### src/rtl/labs_search_sched.sv
// Search scheduler: issues a contiguous range of candidate sequences to a pool of
// energy units over valid/ready and keeps the minimum-energy sequence seen.
module labs_search_sched #(
  parameter int SEQ_WIDTH      = 64,
  parameter int E_WIDTH        = 20,
  parameter int PARALLEL_UNITS = 2,
  parameter int CNT_WIDTH      = 32
) (
  input  logic                                wb_clk_i,
  input  logic                                wb_rst_i,
  input  logic                                start,
  input  logic                                abort,
  input  logic [SEQ_WIDTH-1:0]                seq_base,
  input  logic [CNT_WIDTH-1:0]                num_seqs,
  output logic                                busy,
  output logic                                done,
  output logic                                aborted,
  output logic [SEQ_WIDTH-1:0]                best_seq,
  output logic [E_WIDTH-1:0]                  best_e,
  output logic [CNT_WIDTH-1:0]                evaluated,
  output logic [PARALLEL_UNITS-1:0]           u_valid,
  input  logic [PARALLEL_UNITS-1:0]           u_ready,
  output logic [SEQ_WIDTH*PARALLEL_UNITS-1:0] u_seq,
  input  logic [PARALLEL_UNITS-1:0]           u_res_valid,
  input  logic [E_WIDTH*PARALLEL_UNITS-1:0]   u_res_e
);

  localparam int PTR_W = (PARALLEL_UNITS > 1) ? $clog2(PARALLEL_UNITS) : 1;

  typedef enum logic [1:0] {IDLE = 2'd0, RUN = 2'd1, DRAIN = 2'd2} state_t;
  typedef enum logic [1:0] {FREE = 2'd0, PEND = 2'd1, INFL = 2'd2} unit_t;

  state_t               state, state_d;
  unit_t                unit_st   [PARALLEL_UNITS];
  unit_t                unit_st_d [PARALLEL_UNITS];
  logic [SEQ_WIDTH-1:0] seq_r     [PARALLEL_UNITS];
  logic [SEQ_WIDTH-1:0] seq_d     [PARALLEL_UNITS];
  logic [CNT_WIDTH-1:0] remaining, remaining_d;
  logic [SEQ_WIDTH-1:0] next_seq, next_seq_d;
  logic [PTR_W-1:0]     rr_ptr, rr_ptr_d;
  logic                 busy_d, done_d, aborted_d;
  logic [SEQ_WIDTH-1:0] best_seq_d;
  logic [E_WIDTH-1:0]   best_e_d;
  logic [CNT_WIDTH-1:0] evaluated_d;
  logic [CNT_WIDTH-1:0] acc_cnt;
  logic [E_WIDTH-1:0]   cand_e;
  logic [SEQ_WIDTH-1:0] cand_seq;
  logic                 all_free;
  logic                 issued;
  int                   tgt;

  function automatic int wrap_idx(input logic [PTR_W-1:0] base, input int k);
    return (int'(base) + k) % PARALLEL_UNITS;
  endfunction

  always_comb begin
    state_d     = state;
    remaining_d = remaining;
    next_seq_d  = next_seq;
    rr_ptr_d    = rr_ptr;
    busy_d      = busy;
    done_d      = done;
    aborted_d   = aborted;
    best_seq_d  = best_seq;
    best_e_d    = best_e;
    acc_cnt     = '0;
    cand_e      = best_e;
    cand_seq    = best_seq;
    all_free    = 1'b1;
    issued      = 1'b0;
    tgt         = 0;
    for (int i = 0; i < PARALLEL_UNITS; i++) begin
      unit_st_d[i] = unit_st[i];
      seq_d[i]     = seq_r[i];
    end

    // Handshakes, abort cancellation and result retirement; scanning in index
    // order with a strict compare makes the lowest index win energy ties.
    for (int i = 0; i < PARALLEL_UNITS; i++) begin
      if (unit_st[i] == PEND) begin
        if (u_ready[i])
          unit_st_d[i] = INFL;
        else if (state == RUN && abort)
          unit_st_d[i] = FREE;
      end else if (unit_st[i] == INFL && u_res_valid[i]) begin
        unit_st_d[i] = FREE;
        acc_cnt      = acc_cnt + CNT_WIDTH'(1);
        if (state == RUN && u_res_e[i*E_WIDTH +: E_WIDTH] < cand_e) begin
          cand_e   = u_res_e[i*E_WIDTH +: E_WIDTH];
          cand_seq = seq_r[i];
        end
      end
    end

    // Round-robin issue; a unit freed by this cycle's result is eligible.
    if (state == RUN && !abort && remaining != '0) begin
      for (int k = 0; k < PARALLEL_UNITS; k++) begin
        if (!issued && unit_st_d[wrap_idx(rr_ptr, k)] == FREE) begin
          issued = 1'b1;
          tgt    = wrap_idx(rr_ptr, k);
        end
      end
      if (issued) begin
        unit_st_d[tgt] = PEND;
        seq_d[tgt]     = next_seq;
        rr_ptr_d       = PTR_W'((tgt + 1) % PARALLEL_UNITS);
        next_seq_d     = next_seq + SEQ_WIDTH'(1);
        remaining_d    = remaining - CNT_WIDTH'(1);
      end
    end

    for (int i = 0; i < PARALLEL_UNITS; i++)
      if (unit_st_d[i] != FREE) all_free = 1'b0;

    evaluated_d = evaluated + acc_cnt;
    if (state == RUN) begin
      best_e_d   = cand_e;
      best_seq_d = cand_seq;
    end

    case (state)
      IDLE: begin
        if (start) begin
          done_d      = 1'b0;
          aborted_d   = 1'b0;
          best_e_d    = '1;
          best_seq_d  = '0;
          evaluated_d = '0;
          remaining_d = num_seqs;
          next_seq_d  = seq_base;
          if (num_seqs == '0) begin
            done_d = 1'b1;
          end else begin
            busy_d  = 1'b1;
            state_d = RUN;
          end
        end
      end
      RUN: begin
        if (abort) begin
          state_d = DRAIN;
        end else if (remaining == '0 && all_free) begin
          state_d = IDLE;
          busy_d  = 1'b0;
          done_d  = 1'b1;
        end
      end
      DRAIN: begin
        if (all_free) begin
          state_d   = IDLE;
          busy_d    = 1'b0;
          done_d    = 1'b1;
          aborted_d = 1'b1;
        end
      end
      default: state_d = IDLE;
    endcase
  end

  always_ff @(posedge wb_clk_i) begin
    if (wb_rst_i) begin
      state     <= IDLE;
      remaining <= '0;
      next_seq  <= '0;
      rr_ptr    <= '0;
      busy      <= 1'b0;
      done      <= 1'b0;
      aborted   <= 1'b0;
      best_seq  <= '0;
      best_e    <= '1;
      evaluated <= '0;
      for (int i = 0; i < PARALLEL_UNITS; i++) begin
        unit_st[i] <= FREE;
        seq_r[i]   <= '0;
      end
    end else begin
      state     <= state_d;
      remaining <= remaining_d;
      next_seq  <= next_seq_d;
      rr_ptr    <= rr_ptr_d;
      busy      <= busy_d;
      done      <= done_d;
      aborted   <= aborted_d;
      best_seq  <= best_seq_d;
      best_e    <= best_e_d;
      evaluated <= evaluated_d;
      for (int i = 0; i < PARALLEL_UNITS; i++) begin
        unit_st[i] <= unit_st_d[i];
        seq_r[i]   <= seq_d[i];
      end
    end
  end

  for (genvar g = 0; g < PARALLEL_UNITS; g++) begin : g_out
    assign u_valid[g]                       = (unit_st[g] == PEND);
    assign u_seq[g*SEQ_WIDTH +: SEQ_WIDTH]  = seq_r[g];
  end

endmodule

### config.mk
export PLATFORM = sky130hd
export DESIGN_NAME = labs_search_sched
export DESIGN_NICKNAME = d
export VERILOG_FILES = /design/src/rtl/labs_search_sched.sv
export SDC_FILE = /design/constraint.sdc
export NUM_CORES = 1
export LEC_CHECK = 0
export ABC_AREA = 1
export BUFFER_PORTS_ARGS = -buffer_cell sky130_fd_sc_hd__buf_2
export CAP_MARGIN = 20
export CORE_AREA = 4 4 171 339
export DETAILED_ROUTE_END_ITERATION = 8
export DIE_AREA = 0 0 175 343
export PLACE_DENSITY = 0.59
export SLEW_MARGIN = 15
export SYNTH_ARGS = -nofsm -noshare
export SYNTH_HDL_FRONTEND = slang
export SYNTH_SLANG_ARGS = --single-unit
### constraint.sdc
create_clock -name wb_clk_i -period 3.6 [get_ports wb_clk_i]
set_clock_uncertainty 0.2 [all_clocks]
set_input_delay 0.18 -clock wb_clk_i [delete_from_list [all_inputs] [get_ports wb_clk_i]]
set_output_delay 0.18 -clock wb_clk_i [all_outputs]
set_load 0.02 [all_outputs]
Word level (Yosys, flattened, before mapping)
Memory sizes are Yosys's and may differ from the RTL's.
Index checks and enable logic that the tools add are counted.
W data, S select, Z words.
{"block": "op_classes", "add_sub_neg": 6, "reduce_logical": 27, "eq_ne": 12, "muxes": 91, "bitwise_logic": 11, "n_lt_le_gt_ge": 6}
{"operator": "$mux W64", "n": 16}
{"operator": "$mux W32", "n": 11}
{"operator": "$mux W128", "n": 2}
{"operator": "$mux W20", "n": 9}
{"operator": "$bwmux W128", "n": 1}
{"operator": "$ge A32 B2 Y1 const B", "n": 3}
{"operator": "$add A64 B1 Y64 const B", "n": 1}
{"operator": "$demux W64 S1", "n": 1}
{"operator": "$logic_not A32 Y1", "n": 2}
{"operator": "$not A32 Y32", "n": 2}
{"operator": "$mux W2", "n": 22}
{"operator": "$lt A20 B20 Y1", "n": 2}
{"operator": "$add A32 B1 Y32 const B", "n": 1}
{"operator": "$add A32 B32 Y32", "n": 1}
{"operator": "$lt A32 B1 Y1 const B", "n": 1}
{"operator": "$not A1 Y32", "n": 1}
{"operator": "$reduce_bool A32 Y1", "n": 1}
{"operator": "$sub A32 B1 Y32 const B", "n": 1}
{"operator": "$mux W1", "n": 22}
{"operator": "$logic_and A1 B1 Y1", "n": 10}
{"operator": "$mux W4", "n": 2}
{"operator": "$ne A2 B2 Y1 const B", "n": 4}
{"operator": "$eq A2 B1 Y1 const B", "n": 3}
{"operator": "$eq A2 B2 Y1 const B", "n": 3}
{"operator": "other kinds (21)", "n": 31}
{"block": "totals", "regBits": 218, "n_memories": 2, "ram_bits": 132}
{"memory": "seq_r", "words": 2, "word_bits": 64, "rd": 2, "rd_clocked_by_memory_dff": 0, "wr": 2, "line": "36", "source": "logic [SEQ_WIDTH-1:0] seq_r [PARALLEL_UNITS];"}
{"memory": "unit_st", "words": 2, "word_bits": 2, "rd": 2, "rd_clocked_by_memory_dff": 0, "wr": 2, "line": "34", "source": "unit_t unit_st [PARALLEL_UNITS];"}

Depth between registers and ports, before layout
{"block": "logic_depth", "depth_word": 31, "ltp_mapped": 28, "depth_no_buf": 23}

Worst setup path before layout
Ideal clock, no wire load.
{"block": "synth_timing", "path_kind": "reg2reg", "start": "register best_e[11]", "end": "register best_e[0]", "setup_time_ns": 0.115, "t_arrival_ns": 3.781, "required_ns": 3.285, "period_less_slack_ns": 4.095, "path_stages_with_launch": 25, "setup_slack_ns": -0.495, "path_cell_list": "dfxtp_1 -> inv_1 -> ha_1 -> nand2_1 -> nor2_1 -> inv_1 -> nor2_1 -> nand2_1 -> nand2_1 -> nand2_1 -> nand2_1 -> buf_2 -> buf_2 -> buf_2 -> nand2_1 -> o21ai_0 -> ha_1 -> a2111oi_0 -> o2111ai_1 -> inv_1 -> buf_1 -> buf_1 -> nand3_1 -> nand3_1 -> nand2_1"}
{"block": "synth_via", "elab_chain_cells": 13}
{"element": "start, declared", "line": "19", "source": "output logic [E_WIDTH-1:0] best_e,"}
{"element": "start signal, assigned", "line": "185", "source": "best_e <= best_e_d;"}
{"element": "$lt A20 B20 Y1", "line": "88", "source": "if (state == RUN && u_res_e[i*E_WIDTH +: E_WIDTH] < cand_e) begin"}
{"element": "$logic_and A1 B1 Y1", "line": "88"}
{"element": "$mux W20", "line": "88"}
{"element": "$mux W20", "line": "85", "source": "end else if (unit_st[i] == INFL && u_res_valid[i]) begin"}
{"element": "$mux W20 *", "line": "80", "source": "if (unit_st[i] == PEND) begin"}
{"element": "$lt A20 B20 Y1", "line": "88"}
{"element": "$logic_and A1 B1 Y1", "line": "88"}
{"element": "$mux W20", "line": "88"}
{"element": "$mux W20", "line": "85"}
{"element": "$mux W20 *", "line": "80"}
{"element": "$mux W20 *", "line": "116", "source": "if (state == RUN) begin"}
{"element": "$mux W20", "line": "123", "source": "if (start) begin"}
{"element": "$mux W20 *", "line": "121", "source": "case (state)"}
Every way passes the cells marked *; elsewhere a longest branch is shown, timed or not.
A chain may end at the register's enable or synchronous reset.

Final worst setup path
{"block": "layout_timing", "start": "register best_e[5]", "end": "register best_seq[37]"}
{"block": "layout_via", "elab_chain_cells": 13}
{"element": "$lt A20 B20 Y1", "line": "88"}
{"element": "$logic_and A1 B1 Y1", "line": "88"}
{"element": "$mux W20", "line": "88"}
{"element": "$mux W20", "line": "85"}
{"element": "$mux W20", "line": "80"}
{"element": "$lt A20 B20 Y1", "line": "88"}
{"element": "$logic_and A1 B1 Y1", "line": "88"}
{"element": "$mux W64", "line": "88"}
{"element": "$mux W64", "line": "85"}
{"element": "$mux W64 *", "line": "80"}
{"element": "$mux W64 *", "line": "116"}
{"element": "$mux W64", "line": "123"}
{"element": "$mux W64 *", "line": "121"}
{"element": "end signal, assigned", "line": "184", "source": "best_seq <= best_seq_d;"}
{"element": "end, declared", "line": "18", "source": "output logic [SEQ_WIDTH-1:0] best_seq,"}
Marks and branches as above.

==> results.py <==
metrics = {
    "sta": {
        "max_freq_ghz": 0.2464,
        "setup_tns_ps": -30140,
        "worst_pin_slew_ps": 968.6,
        "rsz0062_at_grt": "yes",
        "setup_violations": 84,
        "post-route-period-util_pct": 112.8,
        "fin_ws_ps": -459.2,
        "finalCriticalPeriod_ps": 4059,
        "hold_viol_final": 0,
        "relSlewSlack_pct": 35.43,
        "slew_viol_final": 0,
    },
    "worst_setup_path": {
        "timing.rr.start": "best_e[5]",
        "crit_buf_inv": 6,
        "cp_common_cell": "nand2_2",
        "r2r_cells": 27,
        "critPathCaptureType": "flip-flop",
        "ff2ff_setup_slack_ps": -460,
        "worst_setup_path_start_kind": "flip-flop",
        "cp_slowest_stage_delay_ps": 360,
        "r2r-end": "best_seq[37]",
        "critPathMaxFanout": 6,
        "cp.depth": 27,
        "critPathArrivalTime_ps": 4290,
        "critical_path_class": "reg -> reg",
        "crit_required_ps": 3830,
        "critical_path.top_delay_family": "simple AND/OR/NAND/NOR gates",
        "cp_slowest_cell": "dfxtp_4",
    },
    "clocking": {
        "htreeDepth": 2,
        "cts.clk_slew.worst_paths_ps": 70,
        "cts_sinks": 350,
        "cts_root_buffer": "clkbuf_16",
        "ctsLongestPathBuffers": 3,
        "clk_latency_ps": 550,
        "cts_inserted_buffers": 36,
        "cts_tree": "built",
    },
    "run_status": {
        "status": "finished, violations left",
        "violations": "setup timing",
    },
    "hold_path": {
        "min_to": "best_e[0]",
        "min_path_type": "in -> reg",
        "holdCritStartpoint": "u_res_e[0]",
        "hold_depth": 8,
    },
    "power": {
        "peakVddDrop_mv": 0.3307,
        "power_w": 0.01217,
        "leakage_nw": 12.22,
        "power.density_nw_per_um2": 448.3,
    },
    "drt": {
        "met3_length_mm": 5.106,
        "antenna_left": 0,
        "drc_errors": 0,
        "vias_per_cell": 5.149,
        "dr.pass1.iters": 6,
        "wl_met2_mm": 42.08,
        "drt_wl_total_mm": 82.74,
        "highest_layer": "met5",
        "vias": 21480,
        "met1Wirelength_mm": 30.97,
        "wire_per_inst_um": 19.84,
        "drtIter0Drc": 1330,
    },
    "yosys": {
        "syn-num-nets": 3019,
        "synth_edf_count": 0,
        "ys_seq_elements": 350,
        "synth_area_leader_cell": "dfxtp_1",
        "synthArstFlopShare_pct": 0,
        "synth_ff_type": "dfxtp_1",
        "synthTopCellsByArea": "dfxtp_1, nor2_1, nand2_1",
        "netlist_area_um2": 19190,
        "syn_inst": 2826,
        "seq_area_frac_synth_pct": 36.50,
        "avgSynthCellArea_um2": 6.792,
        "synth_top_area_share_pct": 36.50,
        "synthDistinctLibCells": 55,
        "synth_warnings": 0,
    },
    "global_route": {
        "antenna_found_initial": 11,
        "grt_pass1_wl_mm": 119.2,
        "grt_max_degree": 125,
        "grt-ovfl-total": 0,
        "grt_use_total_pct": 24.96,
        "grt_pass1_vias": 20650,
    },
    "die": {
        "start_util_pct": 34.74,
        "num_rows": 122,
        "core_area_um2": 55260,
        "io_pins": 393,
        "fp.dieW_um": 175,
        "die_y_um": 343,
        "dieArea_um2": 60030,
    },
    "finish": {
        "postLayoutCoreUtil_pct": 49.12,
        "syn_to_final_growth_pct": 41.41,
        "layoutNonFillerInstCount": 4171,
        "drive_gt1_share_pct": 27.03,
        "fin_nets": 3586,
    },
    "placed_design": {
        "hpwl_mm": 55.41,
        "io_buffers": 392,
        "place_congestion": 0.9346,
        "dpl.cell_count": 3911,
    },
    "job": {
        "drv_cap": 0,
    },
}
## synth_stat cells, drive strengths merged, types with 2 or more instances
cell type,instances
a211oi,4
a21oi,225
a22oi,2
a31oi,6
and3,5
buf,60
clkbuf,100
dfxtp,350
ha,48
inv,312
mux2,56
nand2,444
nand3,142
nand3b,22
nand4,35
nor2,462
nor3,65
nor3b,2
nor4,29
nor4b,3
o211ai,26
o21a,3
o21ai,333
o221ai,6
or2,4
or3,2
xnor2,15
xor2,56
## power by group
group	total [W]	switching [W]	internal, W
combinational	0.00352	0.00222	0.00130
sequential	0.00473	0.000418	0.00431
clock	0.00392	0.00168	0.00224
## registers in the layout, summed over array words and instances (netlist names)
register	count
seq_r	128
best_seq	64
next_seq	64
evaluated	32
remaining	32
best_e	20
unit_st	4
state	2
aborted	1
busy	1
done	1
rr_ptr	1
## metal layers
metal / GRT usage (%) / vias to the layer above
met5: 0 / -
met4: 11.14 / 8
met3: 4.586 / 267
met2: 46.49 / 762
met1: 27.33 / 9991
li1: - / 10450
## final cells by class
| cell class | instances | area [µm²] |
|---|---|---|
| Fill cell | 5508 | 28120 |
| Multi-Input combinational cell | 2005 | 11510 |
| Sequential cell | 350 | 7042 |
| Timing Repair Buffer | 687 | 5220 |
| Inverter | 313 | 1209 |
| Clock buffer | 56 | 1131 |
| Tap cell | 744 | 930.9 |
| Clock inverter | 8 | 78.83 |
| Antenna cell | 8 | 20.02 |
## through the flow
step | cell area, µm² | setup slack, ps | hold WS (ps)
2_1_floorplan | 19320 | 32.78 | 131.7
3_3_place_gp | 22550 | -509.0 | 225.8
3_5_place_dp | 22550 | -488.0 | 240.2
4_1_cts | 26140 | -188.0 | 64.79
5_1_grt | 27130 | -579.4 | 162.5
6_report | 27140 | -459.2 | 161.3
## tightest hold or removal path: cells and delay by family
kind | cells | cell delay, ps
simple gates | 5 | 430
buf+inv | 3 | 280
## cells by family after synthesis
family / count (synthesis) / synth area share, %
AO/OA/AOI/OAI: 611 / 16.68
flip-flops: 350 / 36.50
multiplexers: 56 / 3.285
AND/OR/NAND/NOR: 1216 / 27.42
XOR/XNOR: 71 / 3.240
adder cells (fa/ha/maj): 49 / 3.233
buffers and inverters: 473 / 9.634
## cell usage in the layout (no fill, tap or decap), drive strengths merged, types with 56 or more instances in the layout
| cell type | instances |
|---|---|
| nor2 | 463 |
| o21ai | 333 |
| nand3 | 142 |
| nor3 | 65 |
| dfxtp | 350 |
| a21oi | 225 |
| dlygate4sd3 | 142 |
| nand2 | 445 |
| buf | 537 |
| inv | 312 |
| xor2 | 56 |
| clkbuf | 64 |
| mux2 | 56 |
## how the worst max path moves through the flow
stage / start / to / slack [ps]
2_1_floorplan: best_e[19] / best_seq[18] / 30
3_3_place_gp: best_e[19] / best_seq[44] / -510
3_5_place_dp: best_e[19] / best_seq[44] / -490
4_1_cts: best_e[7] / best_seq[52] / -190
5_1_grt: best_e[1] / best_seq[38] / -580
6_report: best_e[5] / best_seq[37] / -460
## timing repair
item                                   in CTS  in global routing
resized for setup                         145                157
endpoints found under the hold margin     126                  0
gates cloned                                7                 14
pin swaps                                  24                 72
buffers inserted                           12                 16
hold buffers                              142                  0
setup endpoints to repair                  86                181
Note: power is estimated with default switching activity, not from simulation.
